===== config.mk =====
export PLATFORM = sky130hd
export DESIGN_NAME = fp32_mul_seq
export DESIGN_NICKNAME = d
export VERILOG_FILES = /design/src/rtl/fp32_mul_seq.sv
export SDC_FILE = /design/constraint.sdc
export NUM_CORES = 1
export LEC_CHECK = 0
export BUFFER_PORTS_ARGS = -buffer_cell sky130_fd_sc_hd__buf_2
export CORE_MARGIN = 8
export CORE_UTILIZATION = 45
export DETAILED_ROUTE_END_ITERATION = 10
export PLACE_DENSITY = 0.65
export SLEW_MARGIN = 5
export SYNTH_ARGS = -nofsm -noshare
export SYNTH_HDL_FRONTEND = slang
export SYNTH_SLANG_ARGS = --single-unit

===== constraint.sdc =====
create_clock -name clk -period 11.15 [get_ports clk]
set_input_delay 0.5575 -clock clk [delete_from_list [all_inputs] [get_ports clk]]
set_output_delay 0.5575 -clock clk [all_outputs]
set_load 0.1 [all_outputs]

===== src/rtl/fp32_mul_seq.sv =====
// Sequential binary32 multiplier: decodes operands and resolves special cases locally,
// delegates the 24x24 significand product to an external multiplier, then normalises and rounds.
module fp32_mul_seq #(
    parameter int unsigned mul_len = 24,
    parameter int unsigned out_len = 48
) (
    input  logic               clk,
    input  logic               rst,
    input  logic               in_valid,
    output logic               in_ready,
    input  logic [31:0]        in_a,
    input  logic [31:0]        in_b,
    output logic               mac_start,
    output logic [mul_len-1:0] mac_a,
    output logic [mul_len-1:0] mac_b,
    input  logic [out_len-1:0] mac_product,
    input  logic               mac_done,
    output logic               out_valid,
    input  logic               out_ready,
    output logic [31:0]        out_result,
    output logic [3:0]         out_flags
);
    typedef enum logic [2:0] {IDLE, START, WAIT, NORM, OUT} state_t;

    state_t             state;
    logic               sign_q;
    logic [7:0]         ea_q;
    logic [7:0]         eb_q;
    logic [out_len-1:0] prod_q;

    logic [7:0]  ea, eb;
    logic [22:0] fa, fb;
    logic        sign_in;
    logic        a_zero, b_zero, a_inf, b_inf, a_nan, b_nan;
    logic        special;
    logic [31:0] sp_result;
    logic [3:0]  sp_flags;

    assign ea      = in_a[30:23];
    assign eb      = in_b[30:23];
    assign fa      = in_a[22:0];
    assign fb      = in_b[22:0];
    assign sign_in = in_a[31] ^ in_b[31];

    // Denormal inputs (exp == 0) are folded into zero before classification.
    always_comb begin
        a_zero    = (ea == 8'h00);
        b_zero    = (eb == 8'h00);
        a_inf     = (ea == 8'hFF) && (fa == '0);
        b_inf     = (eb == 8'hFF) && (fb == '0);
        a_nan     = (ea == 8'hFF) && (fa != '0);
        b_nan     = (eb == 8'hFF) && (fb != '0);
        special   = a_nan | b_nan | a_inf | b_inf | a_zero | b_zero;
        sp_result = {sign_in, 31'd0};
        sp_flags  = '0;
        if (a_nan | b_nan | (a_inf & b_zero) | (b_inf & a_zero)) begin
            sp_result = 32'h7FC0_0000;
            sp_flags  = 4'b1000;
        end else if (a_inf | b_inf) begin
            sp_result = {sign_in, 8'hFF, 23'd0};
        end
    end

    logic [47:0]       p;
    logic signed [9:0] e_base, e_norm, e_fin;
    logic [22:0]       mant;
    logic              g, s, inc, inexact;
    logic [23:0]       mant_r;
    logic [31:0]       nm_result;
    logic [3:0]        nm_flags;

    assign p = prod_q;

    always_comb begin
        e_base = $signed({2'b00, ea_q}) + $signed({2'b00, eb_q}) - 10'sd127;
        if (p[47]) begin
            mant   = p[46:24];
            g      = p[23];
            s      = |p[22:0];
            e_norm = e_base + 10'sd1;
        end else begin
            mant   = p[45:23];
            g      = p[22];
            s      = |p[21:0];
            e_norm = e_base;
        end
        inc     = g & (s | mant[0]);
        mant_r  = {1'b0, mant} + {23'd0, inc};
        // A carry out leaves mant_r[22:0] at zero, which is the correct renormalised fraction.
        e_fin   = mant_r[23] ? e_norm + 10'sd1 : e_norm;
        inexact = g | s;
        if (e_fin >= 10'sd255) begin
            nm_result = {sign_q, 8'hFF, 23'd0};
            nm_flags  = 4'b0101;
        end else if (e_fin <= 10'sd0) begin
            nm_result = {sign_q, 31'd0};
            nm_flags  = 4'b0011;
        end else begin
            nm_result = {sign_q, e_fin[7:0], mant_r[22:0]};
            nm_flags  = {3'b000, inexact};
        end
    end

    always_ff @(posedge clk or posedge rst) begin
        if (rst) begin
            state      <= IDLE;
            in_ready   <= 1'b1;
            mac_start  <= 1'b0;
            mac_a      <= '0;
            mac_b      <= '0;
            out_valid  <= 1'b0;
            out_result <= '0;
            out_flags  <= '0;
            sign_q     <= 1'b0;
            ea_q       <= '0;
            eb_q       <= '0;
            prod_q     <= '0;
        end else begin
            case (state)
                IDLE: begin
                    if (in_valid) begin
                        in_ready <= 1'b0;
                        sign_q   <= sign_in;
                        ea_q     <= ea;
                        eb_q     <= eb;
                        if (special) begin
                            out_result <= sp_result;
                            out_flags  <= sp_flags;
                            out_valid  <= 1'b1;
                            state      <= OUT;
                        end else begin
                            mac_a     <= mul_len'({1'b1, fa});
                            mac_b     <= mul_len'({1'b1, fb});
                            mac_start <= 1'b1;
                            state     <= START;
                        end
                    end
                end
                START: begin
                    mac_start <= 1'b0;
                    state     <= WAIT;
                end
                WAIT: begin
                    if (mac_done) begin
                        prod_q <= mac_product;
                        state  <= NORM;
                    end
                end
                NORM: begin
                    out_result <= nm_result;
                    out_flags  <= nm_flags;
                    out_valid  <= 1'b1;
                    state      <= OUT;
                end
                OUT: begin
                    if (out_ready) begin
                        out_valid <= 1'b0;
                        in_ready  <= 1'b1;
                        state     <= IDLE;
                    end
                end
                default: state <= IDLE;
            endcase
        end
    end
endmodule


==> qor.txt <==
Root Buffer: clkbuf_16
vias post-DR: 6234
post-synthesis cell count: 728
Final Non-Filler Cells: 1158
Post-DP Area: 9350 sq um
final core utilization: 55.7%
Port Buffers: 203
crit path to: out_result[22]
Critical Path End Type: flip-flop
critical path startpoint category: flip-flop
CTS H-tree lvls: 4
CTS resizes: 0
Final min period: 4480 ps
initial drt markers: 305
EDFF count, synth: 0
Cell variety after synth: 68
status: finished, final reports clean
Reg-to-Reg Start: ea_q[1]
grt ovf: 0
chip width: 151 um
most common cell after layout, fill and taps aside: buf_2
Rel. slew slack: 27.4%
row count: 49
reg-to-reg slack, setup: 6670 ps
M2 GR Usage: 29.6%
routed wire length: 20800 um
TritonCTS sink count: 154
actual slew at the worst max-slew pin: 1080 ps
unrepaired setup endpoints after global routing: no
total CTS buffers: 17
total core area: 17900 sq um
Post-Place Cells: 1126
routed length per instance: 17.9 um
Worst EP required: 11510 ps
antenna violations before repair: 3
GR peak layer: met2
initial core utilization: 45.7%
n_diodes: 0
CP Launch Point: ea_q[1]
commonest cells after routing, fill and taps aside: buf_2, dfrtp_1, mux2_2
register bit total from synthesis: 154
syn_nets: 865
DR vias/cell: 5.38
total track usage: 18.8%
gpl congestion: 0.813
async set or reset register ratio after synthesis: 100%
antenna viol nets, final: 0
design area: 9970 sq um
Critical Path Fanout Max: 23
Worst-path clk slew: 70 ps
max-slew violations: 0
sequential-to-total area share from yosys stat: 47.1%
Crit Reg-Reg Endpoint: out_result[22]
Top FF cell, synth: dfrtp_1
number of global-route vias before repair: 6387
Synth Cell Area: 8180 sq um
drc violations: 0
worst min-delay path category: in -> async
met3 Track Usage GR: 7.47%
setup_tns: 0 ps
first-pass GRT wire length: 33500 um
final period utilization: 40.2%
Final Hold Viols: 0
CTS Buffer Depth: 2
CTS tree: built
Crit Path Category: reg -> reg
Final Net Count: 1053
Worst Reg-to-Reg Cells: 12
met1 Use GR: 23.2%
Syn Area/Cell: 11.2 sq um
largest net degree at the start of global routing: 87
CTS hold repair buffers: 0
Ys Warns: 0
data arrival time of the worst path: 4840 ps
Area Overhead vs Synth: 22.0%
postcts setup bufs: 0
dpl hpwl: 15900 um
skew final: 27.1 ps
die area: 22700 sq um
DR pass1 iterations: 4
Worst-Skew Late Latency: 430 ps
final setup fails: 0
Die Span Y: 151 um
fmax: 0.223 GHz
# IOs: 204
FILL cells: 1575
max cap viols: 0
layout cells sized above 1: 40.2%
worst min path at each step:
stage	from	to	slack (ps)
after global routing	rst	p[12]	330
after floorplan	p[0]	p[0]	480
after CTS	rst	p[16]	290
after global placement	out_flags[3]	out_flags[3]	460
final	rst	p[12]	260
after detailed placement	out_flags[3]	out_flags[3]	460
cells in the mapped netlist (all sizes together), types with 2 or more instances:
| cell type | count | share of area [%] |
|---|---|---|
| a2111oi | 2 | 0.52 |
| a211o | 2 | 0.21 |
| a211oi | 3 | 0.28 |
| a21boi | 2 | 0.18 |
| a21o | 4 | 0.37 |
| a21oi | 27 | 1.7 |
| a22o | 22 | 2.4 |
| a31oi | 2 | 0.15 |
| and2 | 2 | 0.15 |
| and3 | 7 | 0.66 |
| and4 | 2 | 0.21 |
| buf | 15 | 1.2 |
| clkbuf | 24 | 1.1 |
| dfrtp | 153 | 47 |
| ha | 19 | 2.9 |
| inv | 12 | 0.55 |
| mux2 | 111 | 15 |
| mux2i | 14 | 1.9 |
| nand2 | 59 | 2.7 |
| nand2b | 8 | 0.61 |
| nand3 | 22 | 1.3 |
| nand3b | 2 | 0.18 |
| nand4 | 19 | 1.5 |
| nor2 | 32 | 1.5 |
| nor2b | 5 | 0.38 |
| nor3 | 16 | 1.2 |
| nor3b | 5 | 0.46 |
| nor4 | 25 | 2.3 |
| o211ai | 8 | 0.73 |
| o21a | 4 | 0.37 |
| o21ai | 25 | 1.7 |
| or2 | 4 | 0.31 |
| or4 | 2 | 0.23 |
| xnor2 | 29 | 3.2 |
| xor2 | 23 | 2.5 |
flip-flops by register name, summed over array words and instances (netlist names):
name and count:
ea_q 8, eb_q 8, in_ready 1, mac_a 24, mac_b 23, mac_start 1
out_flags 4, out_result 32, out_valid 1, p 48, sign_q 1, state 3
cell families after synthesis:
family | count (synthesis) | synth area share, %
mux | 125 | 17.2
compound gates | 112 | 9.82
flops | 154 | 47.1
simple gates | 214 | 14.2
fa+ha+maj | 20 | 3.15
buf+inv | 51 | 2.82
xor+xnor | 52 | 5.66
critical path, cell delays in order, from the launching register on:
cell       delay (ps)
dfrtp_1           390
ha_1              300
ha_1              240
fa_1              570
nand4b_1          230
nor2_1            100
or4_4             570
a2111oi_4         400
o211ai_1          150
xnor2_1           200
a31o_4            250
nor3_4            720
a221o_1           270
layer usage:
layer | vias to the layer above | wire length, um
li1 | 3036 | -
met1 | 3010 | 8820
met2 | 153 | 9950
met3 | 29 | 1540
met4 | 6 | 422
met5 | - | 46
metrics by stage:
step | worst slack [ps] | hold slack (ps)
2_1_floorplan | 6440 | 481
3_3_place_gp | 6700 | 456
3_5_place_dp | 6620 | 464
4_1_cts | 6600 | 294
5_1_grt | 6360 | 333
6_report | 6670 | 255
layout make-up:
cell class | instances | area, sq um | share of cell area (%)
inverters | 12 | 50.0 | 0.502
clock inverters | 15 | 203 | 2.03
repair buffers | 208 | 1050 | 10.6
flip-flops and latches | 154 | 3860 | 38.7
well taps | 229 | 287 | 2.87
multi-input cells | 523 | 4100 | 41.1
clock buffers | 17 | 425 | 4.27
Power is left out: the tool's default activity adds up to more than one toggle a clock period on the data nets, which glitch-free logic cannot reach.
